<file path="config.mk">
export PLATFORM = sky130hd
export DESIGN_NAME = farm_sensor_conditioner
export DESIGN_NICKNAME = d
export VERILOG_FILES = /design/src/rtl/farm_sensor_conditioner.sv
export SDC_FILE = /design/constraint.sdc
export NUM_CORES = 1
export LEC_CHECK = 0
export ABC_AREA = 1
export BUFFER_PORTS_ARGS = -buffer_cell sky130_fd_sc_hd__buf_2
export CORE_ASPECT_RATIO = 0.9
export CORE_MARGIN = 5
export CORE_UTILIZATION = 60
export DETAILED_ROUTE_END_ITERATION = 6
export PLACE_DENSITY = 0.78
export SETUP_SLACK_MARGIN = 0.15
export SLEW_MARGIN = 20
export SYNTH_ARGS = -nofsm -noshare
export SYNTH_HDL_FRONTEND = slang
export SYNTH_SLANG_ARGS = --single-unit
</file>
<file path="constraint.sdc">
create_clock -name clk -period 2.1 [get_ports clk]
set_input_delay 0.42 -clock clk [delete_from_list [all_inputs] [get_ports clk]]
set_output_delay 0.42 -clock clk [all_outputs]
set_load 0.02 [all_outputs]
</file>
<file path="src/rtl/farm_sensor_conditioner.sv">
// farm_sensor_conditioner
//
// Turns the raw farm-road inductive-loop detector into the clean request
// used by the main/farm traffic-light controller. The raw level is
// synchronised, debounced and held across short detection gaps. A loop that
// stays occupied for too long is parked in a fault state, so the main road
// is never starved. Arrivals are counted until the farm phase is next served.
//
// Ports:
//   clk            in   system clock, everything on the rising edge
//   reset          in   synchronous, active-low reset
//   loop_raw       in   raw loop detector level (asynchronous, may bounce)
//   farm_light     in   controller's Farm_road lamp code (RED=0, YELLOW=1, GREEN=2)
//   car_farm_road  out  conditioned request to the controller
//   stuck_fault    out  high while the loop is considered stuck
//   car_count      out  arrivals since the farm phase was last served (saturates at 15)

module farm_sensor_conditioner #(
    parameter int DEBOUNCE_CYCLES = 4,
    parameter int HOLD_CYCLES     = 8,
    parameter int STUCK_CYCLES    = 1000
) (
    input  logic       clk,
    input  logic       reset,
    input  logic       loop_raw,
    input  logic [1:0] farm_light,
    output logic       car_farm_road,
    output logic       stuck_fault,
    output logic [3:0] car_count
);

    typedef enum logic [1:0] {
        IDLE    = 2'd0,
        PRESENT = 2'd1,
        HOLD    = 2'd2,
        FAULT   = 2'd3
    } state_t;

    localparam logic [1:0]  LIGHT_RED    = 2'd0;
    localparam logic [1:0]  LIGHT_YELLOW = 2'd1;
    localparam logic [15:0] DB_LAST      = 16'(DEBOUNCE_CYCLES - 1);
    localparam logic [15:0] HOLD_LOAD    = 16'(HOLD_CYCLES);
    localparam logic [15:0] STUCK_LIMIT  = 16'(STUCK_CYCLES);

    logic        sync1_q, sync1_d;
    logic        sync2_q, sync2_d;
    logic        loopDb_q, loopDb_d;
    logic        loopDbPrev_q, loopDbPrev_d;
    logic [15:0] dbCnt_q, dbCnt_d;
    logic [15:0] holdCnt_q, holdCnt_d;
    logic [15:0] stuckCnt_q, stuckCnt_d;
    logic [15:0] stuckInc;
    logic [1:0]  farmLight_q, farmLight_d;
    logic [3:0]  carCount_q, carCount_d;
    state_t      state_q, state_d;
    logic        arrival;
    logic        served;

    // Next-state logic for the synchroniser, debouncer, arrival counter and FSM.
    // The debounce counter only runs while the synchronised level disagrees
    // with the debounced level; it toggles the debounced level on the final
    // disagreeing cycle, so pulses shorter than DEBOUNCE_CYCLES never get through.
    always_comb begin
        sync1_d      = loop_raw;
        sync2_d      = sync1_q;
        loopDb_d     = loopDb_q;
        dbCnt_d      = '0;
        loopDbPrev_d = loopDb_q;
        farmLight_d  = farm_light;
        carCount_d   = carCount_q;
        state_d      = state_q;
        holdCnt_d    = holdCnt_q;
        stuckCnt_d   = stuckCnt_q;
        stuckInc     = stuckCnt_q + 16'd1;

        if (sync2_q != loopDb_q) begin
            if (dbCnt_q >= DB_LAST) begin
                loopDb_d = ~loopDb_q;
                dbCnt_d  = '0;
            end else begin
                dbCnt_d = dbCnt_q + 16'd1;
            end
        end

        // A stuck loop must not keep inflating the queue, so FAULT masks arrivals.
        arrival = loopDb_q && !loopDbPrev_q && (state_q != FAULT);
        served  = (farmLight_q == LIGHT_YELLOW) && (farm_light == LIGHT_RED);

        if (served) begin
            carCount_d = arrival ? 4'd1 : 4'd0;
        end else if (arrival && (carCount_q != 4'd15)) begin
            carCount_d = carCount_q + 4'd1;
        end

        case (state_q)
            IDLE: begin
                if (loopDb_q) begin
                    state_d    = PRESENT;
                    stuckCnt_d = '0;
                end
            end
            PRESENT: begin
                stuckCnt_d = stuckInc;
                if (!loopDb_q) begin
                    state_d   = HOLD;
                    holdCnt_d = HOLD_LOAD;
                end else if (stuckInc >= STUCK_LIMIT) begin
                    state_d = FAULT;
                end
            end
            HOLD: begin
                if (loopDb_q) begin
                    state_d    = PRESENT;
                    stuckCnt_d = '0;
                end else begin
                    holdCnt_d = holdCnt_q - 16'd1;
                    if (holdCnt_q <= 16'd1) begin
                        state_d   = IDLE;
                        holdCnt_d = '0;
                    end
                end
            end
            FAULT: begin
                if (!loopDb_q) begin
                    state_d = IDLE;
                end
            end
            default: state_d = IDLE;
        endcase
    end

    // All state lives here; an active-low reset sampled on the clock edge
    // returns everything to its idle values, including mid-operation.
    always_ff @(posedge clk) begin
        if (!reset) begin
            sync1_q      <= 1'b0;
            sync2_q      <= 1'b0;
            loopDb_q     <= 1'b0;
            loopDbPrev_q <= 1'b0;
            dbCnt_q      <= '0;
            holdCnt_q    <= '0;
            stuckCnt_q   <= '0;
            farmLight_q  <= LIGHT_RED;
            carCount_q   <= '0;
            state_q      <= IDLE;
        end else begin
            sync1_q      <= sync1_d;
            sync2_q      <= sync2_d;
            loopDb_q     <= loopDb_d;
            loopDbPrev_q <= loopDbPrev_d;
            dbCnt_q      <= dbCnt_d;
            holdCnt_q    <= holdCnt_d;
            stuckCnt_q   <= stuckCnt_d;
            farmLight_q  <= farmLight_d;
            carCount_q   <= carCount_d;
            state_q      <= state_d;
        end
    end

    // Moore outputs decoded straight from the state register.
    assign car_farm_road = (state_q == PRESENT) || (state_q == HOLD);
    assign stuck_fault   = (state_q == FAULT);
    assign car_count     = carCount_q;

endmodule

</file>
# Word-level counts from Yosys, hierarchy flattened
# Cells that the tools add are included.
totals:
  in_bits: 5
  elab_cells: 67
  ff_bits: 60
  out_inout_bits: 6
classes:
  bitwise_logic: 3
  n_eq_ne: 14
  n_lt_le_gt_ge: 3
  n_reduce_logical: 17
  n_addsub: 4
  muxes: 16
op_table:
  columns: ["cell", "count"]
  rows:
  - ["$mux W16", 4]
  - ["$pmux W16 S2", 2]
  - ["$add A16 B1 Y16 const B", 2]
  - ["$ge A16 B10 Y1 const B", 1]
  - ["$ge A16 B2 Y1 const B", 1]
  - ["$le A16 B1 Y1 const B", 1]
  - ["$sub A16 B1 Y16 const B", 1]
  - ["$mux W2", 6]
  - ["$ne A2 B2 Y1 const B", 5]
  - ["$mux W4", 2]
  - ["$pmux W2 S4", 1]
  - ["$ne A3 B3 Y1 const B", 2]
  - ["$reduce_bool A2 Y1", 3]
  - ["$add A4 B1 Y4 const B", 1]
  - ["$eq A2 B1 Y1 const B", 2]
  - ["$eq A2 B2 Y1 const B", 2]
  - ["$logic_and A1 B1 Y1", 4]
  - ["$logic_not A2 Y1", 2]
  - ["$ne A4 B4 Y1 const B", 1]
  - ["$reduce_and A2 Y1", 2]
  - ["$reduce_and A4 Y1", 1]
  - ["$not A1 Y1", 3]
  - ["$reduce_and A3 Y1", 1]
  - ["$reduce_or A3 Y1", 1]
  - ["other kinds (6)", 6]

# Logic depth before layout (Yosys ltp)
depth:
  ltp_word: 6
  depth_mapped: 13
  mapped_depth_nobuf: 13

# Worst setup path before layout
# Ideal clock, no wire load.
synth_path:
  kind: "flip-flop to flip-flop"
  from: "register state_q[0]"
  to: "register holdCnt_q[14]"
  t_arrival_ns: 1.572
  path_slack_ns: 0.408
  synth_period_minus_slack_ns: 1.692
  setup_ns: 0.120
  n_path_buf: 0
  path_stages_with_launch: 12
  required_ns: 1.980
  path_cell_list: "dfxtp_1 inv_1 ha_1 nor2_2 nor2_8 nand2_2 nor2_2 nand2_2 nor2_4 nand3_1 o211ai_1 a21oi_1"
synth_via:
  elab_chain_cells: 3
  elab_cells_between_ends: 7
  classes_between: "eq/ne: 4; mux: 1; reduce/logical: 2"
synth_rtl:
  columns: ["element", "line", "rtl"]
  rows:
  - ["start: declaration", "55", "state_t state_q, state_d;"]
  - ["start signal: assignment", "156", "state_q <= state_d;"]
  - ["$eq A2 B2 Y1 or $eq A2 B1 Y1 (tied branches)", "95", "case (state_q)"]
  - ["$ne A2 B2 Y1 (no line) or $reduce_bool A2 Y1 (tied branches)", null, null]
  - ["$reduce_and A3 Y1 (no line)", null, null]
  - ["end signal: assignment", "152", "holdCnt_q <= holdCnt_d;"]
  - ["end: declaration", "50", "logic [15:0] holdCnt_q, holdCnt_d;"]
# Parallel ways exist; a longest one is shown, timed or not.
# A chain may end at the register's enable or synchronous reset.

# Worst setup path in the final report
# Ends and elaborated chain as after synthesis.

==> implementation parameters <==
Parameter                              Value

Route
  DR vias ... 2438
  Total length of routed wires ... approximately 5500 µm
  DRC violations left ... 0
  Avg Vias per Cell ... 4.95
  ANT nets after route ... 0
  Routed length per instance ... between 10 and 15 µm
  DR pass1 iterations ... 4
  Drt first-iter violations ... 82

Cells and area
  Commonest non-fill, non-tap cells in the layout ... sky130_fd_sc_hd__nand2_1 (90), sky130_fd_sc_hd__dfxtp_1 (57), sky130_fd_sc_hd__inv_1 (44), sky130_fd_sc_hd__nor2_1 (44)
  Layout net count ... around 440
  Number of antenna repair diodes ... 0
  Layout overhead on the synthesized area ... 13.1%
  Commonest non-fill, non-tap cell in the layout ... sky130_fd_sc_hd__nand2_1
  Fin util ... ~69%
  Share of cells above drive strength 1 ... 15.9%

GRT
  Antenna violations before repair ... 0
  GRT Residual Overflow ... 0
  GRT Total Usage ... 19.8%
  Pin count of the biggest net entering global routing ... 17
  Global-route wire length before repair ... ~10000 µm
  Number of global-route vias before repair ... around 2300

Logic synthesis
  Gate count after technology mapping ... slightly below 400
  Post-Syn Area ... roughly 2900 µm²
  Number of warnings reported in the yosys synthesis log ... 0
  Number of enable flip-flop cells after synthesis ... 0
  Avg Synthesized Cell Area ... 7.42 µm²
  Sequential element share of the synthesized area ... about 42%
  FF+latch count, synth ... 60
  Async S/R FF share, synth ... 0%
  Top_reg_cell synth ... sky130_fd_sc_hd__dfxtp_1
  Number of distinct standard cells referenced by the synthesized netlist ... between 40 and 50

Power
  Portion of total power attributed to sequential cells ... a little under two fifths
  Power Dens Cells ... between 1000 and 1500 nW/µm²
  Clock group share of total power ... approximately 25%
  Switching power total ... around 1500 µW
  Share of power burned in combinational logic ... a little under two fifths
  Peak ir drop on the vdd network ... 0.954 mV
  Switching portion of total power ... 40.1%
  Power, Total ... 3750 µW
  Int Power ... roughly 2200 µW
  Leakage dissipation ... roughly 0.0014 µW

Timing
  Final worst hold slack ... 255 ps
  RSZ-0062 raised after global routing ... true
  Setup TNS ... 0 ps
  Normalized max-slew margin ... 56.1%
  Slew at the pin closest to its max-slew limit ... approximately 650 ps
  Pins over their slew limit ... 0
  Period minus WS final ... 1810 ps
  Clock Skews ... a little under 6 ps
  Total setup violations reported at the end of the flow ... 0
  Share of the clock period used by the worst path ... between 80% and 90%
  Maximum operating frequency ... around 550 MHz
  Final Hold Vio Count ... 0
  Crit path setup slack, layout ... between 200 and 300 ps

Floorplanning
  Floorplan die width ... about 83 µm
  Overall die area ... 6310 µm²
  Starting density of the core ... between 60% and 70%
  Number of cell rows ... 24
  Total core area ... approximately 4700 µm²
  IO Pins ... 11
  Vertical die dimension ... 75.9 µm

Critical path
  Crit path launch type ... register
  Register-to-Register Setup Slack ... 290 ps
  CP startpoint ... state_q[0]
  Launch instance of the worst register-to-register path ... state_q[0]
  CP Class ... reg -> reg
  Maximum fanout along the worst path ... 8
  Critical R2R Capture ... holdCnt_q[14]
  Logic depth of the worst register-to-register path ... 11
  Req. time, crit path ... between 2000 and 2500 ps
  Arrival time at the worst endpoint ... slightly above 2000 ps
  Kind of end point of the critical path ... register
  Endpoint of the worst setup timing path ... holdCnt_q[14]

Clock network
  Quantity of hold-fixing buffers added after cts ... 0
  Total clock buffers created by CTS ... 9
  Root cell of the clock tree ... sky130_fd_sc_hd__clkbuf_8
  Clock insertion delay at the later pin of the skew report ... 340 ps
  CTS tree ... built
  Count of H-tree levels built during CTS ... 3
  CTS Buffer Depth ... 2
  Total clock sinks ... 60
  Clock Pin Slew Worst Setup and Hold Paths ... roughly 70 ps

Placed design
  Pre-CTS setup slack ... between 200 and 250 ps
  Half-perimeter wire length after detailed placement ... 3990 µm
  Placer congestion estimate ... around 0.86
  Count of buffers from port buffering ... 10

Flow run
  Number of max-cap violations ... 0

Run status
  Result of the run ... completed

Min path
  Worst min path class ... in -> reg
-- synthesized netlist by cell type (2+ instances only) --
library cell	instances	area (µm²)
sky130_fd_sc_hd__a21oi_1	24	120
sky130_fd_sc_hd__a31oi_1	2	12.5
sky130_fd_sc_hd__buf_2	2	10.0
sky130_fd_sc_hd__buf_6	2	22.5
sky130_fd_sc_hd__clkbuf_1	2	7.51
sky130_fd_sc_hd__dfxtp_1	60	1200
sky130_fd_sc_hd__ha_1	10	125
sky130_fd_sc_hd__inv_1	44	165
sky130_fd_sc_hd__inv_2	4	15.0
sky130_fd_sc_hd__nand2_1	90	338
sky130_fd_sc_hd__nand2_2	7	43.8
sky130_fd_sc_hd__nand3_1	24	120
sky130_fd_sc_hd__nand3_2	2	20.0
sky130_fd_sc_hd__nand3b_1	2	15.0
sky130_fd_sc_hd__nand4_1	11	68.8
sky130_fd_sc_hd__nor2_1	44	165
sky130_fd_sc_hd__nor2_2	8	50.1
sky130_fd_sc_hd__nor2_4	3	33.8
sky130_fd_sc_hd__nor3_1	6	30.0
sky130_fd_sc_hd__nor4_1	5	31.3
sky130_fd_sc_hd__o21ai_0	10	50.1
sky130_fd_sc_hd__xnor2_1	2	17.5
sky130_fd_sc_hd__xor2_1	8	70.1
-- power groups by stage --
stage	logic (µW)	registers, µW	clock network [µW]
finish	1380	1430	944
global route	1570	1450	1030
CTS	1370	1420	971
detailed placement	1350	1440	0
global placement	1350	1440	0
floorplan	1100	1420	0
-- per-layer routing --
layer | routed length, µm | global-route usage, %
met4 | 54 | 7.26
met2 | 2700 | 33.7
met3 | 160 | 7.46
met5 | 0 | 0
met1 | 2610 | 23.3
-- what timing repair did --
action / in CTS / in global routing
gates resized for setup: 0 / 6
buffers inserted: 0 / 1
endpoints found under the setup margin: 0 / 15
-- worst max-delay path, stage by stage (launching register included) --
cell and delay, ps:
sky130_fd_sc_hd__dfxtp_2 370, sky130_fd_sc_hd__inv_1 130, sky130_fd_sc_hd__ha_4 190, sky130_fd_sc_hd__nor2_2 80, sky130_fd_sc_hd__nor2_8 140, sky130_fd_sc_hd__nand2_2 80
sky130_fd_sc_hd__nor2_2 140, sky130_fd_sc_hd__nand2_2 110, sky130_fd_sc_hd__nor2_4 130, sky130_fd_sc_hd__nand3_1 100, sky130_fd_sc_hd__o211ai_1 180, sky130_fd_sc_hd__a21oi_1 60
-- through the flow --
| stage | std cells | cell area (µm²) |
|---|---|---|
| after global routing | 493 | 3270 |
| after detailed placement | 476 | 3060 |
| final | 493 | 3270 |
| after global placement | 476 | 3060 |
| after CTS | 492 | 3240 |
| after floorplan | 403 | 2940 |
-- state kept, by name (all words and copies together), names as in the netlist --
signal,flops
farmLight_q,2
sync2_q,1
holdCnt_q,16
state_q,2
stuckCnt_q,16
sync1_q,1
car_count,4
dbCnt_q,16
loopDbPrev_q,1
loopDbPrev_d,1
-- logic make-up (layout without fill, tap and decap cells) --
family / Yosys count / in the layout / synth area share (%)
adders and majority gates: 10 / 10 / 4.33
DFF: 60 / 60 / 41.5
buffers and inverters: 56 / 81 / 8.00
AOI/OAI and AO/OA: 42 / 42 / 8.26
other: 1 / 14 / 0.130
xor gates and xnor gates: 10 / 10 / 3.03
and+or+nand+nor: 211 / 211 / 34.7
-- worst min-delay path by stage --
| stage | startpoint | to | slack, ps | cells past startpoint |
|---|---|---|---|---|
| 4_1_cts | loop_raw | sync1_q | 240 | 3 |
| 3_3_place_gp | dbCnt_q[0] | dbCnt_q[0] | 410 | 1 |
| 5_1_grt | loop_raw | sync1_q | 260 | 3 |
| 6_report | loop_raw | sync1_q | 250 | 3 |
| 3_5_place_dp | sync1_q | sync2_q | 440 | 2 |
| 2_1_floorplan | sync1_q | sync2_q | 390 | 2 |
-- layout make-up --
type / count / area [µm²]
tap: 65 / 81.3
sequential: 60 / 1200
clock inverter: 7 / 57.6
timing repair buffer: 16 / 95.1
inverter: 49 / 184
fill: 422 / 1470
multi-input combinational: 287 / 1530
clock buffer: 9 / 124
Note: power is estimated with default switching activity, not from simulation.
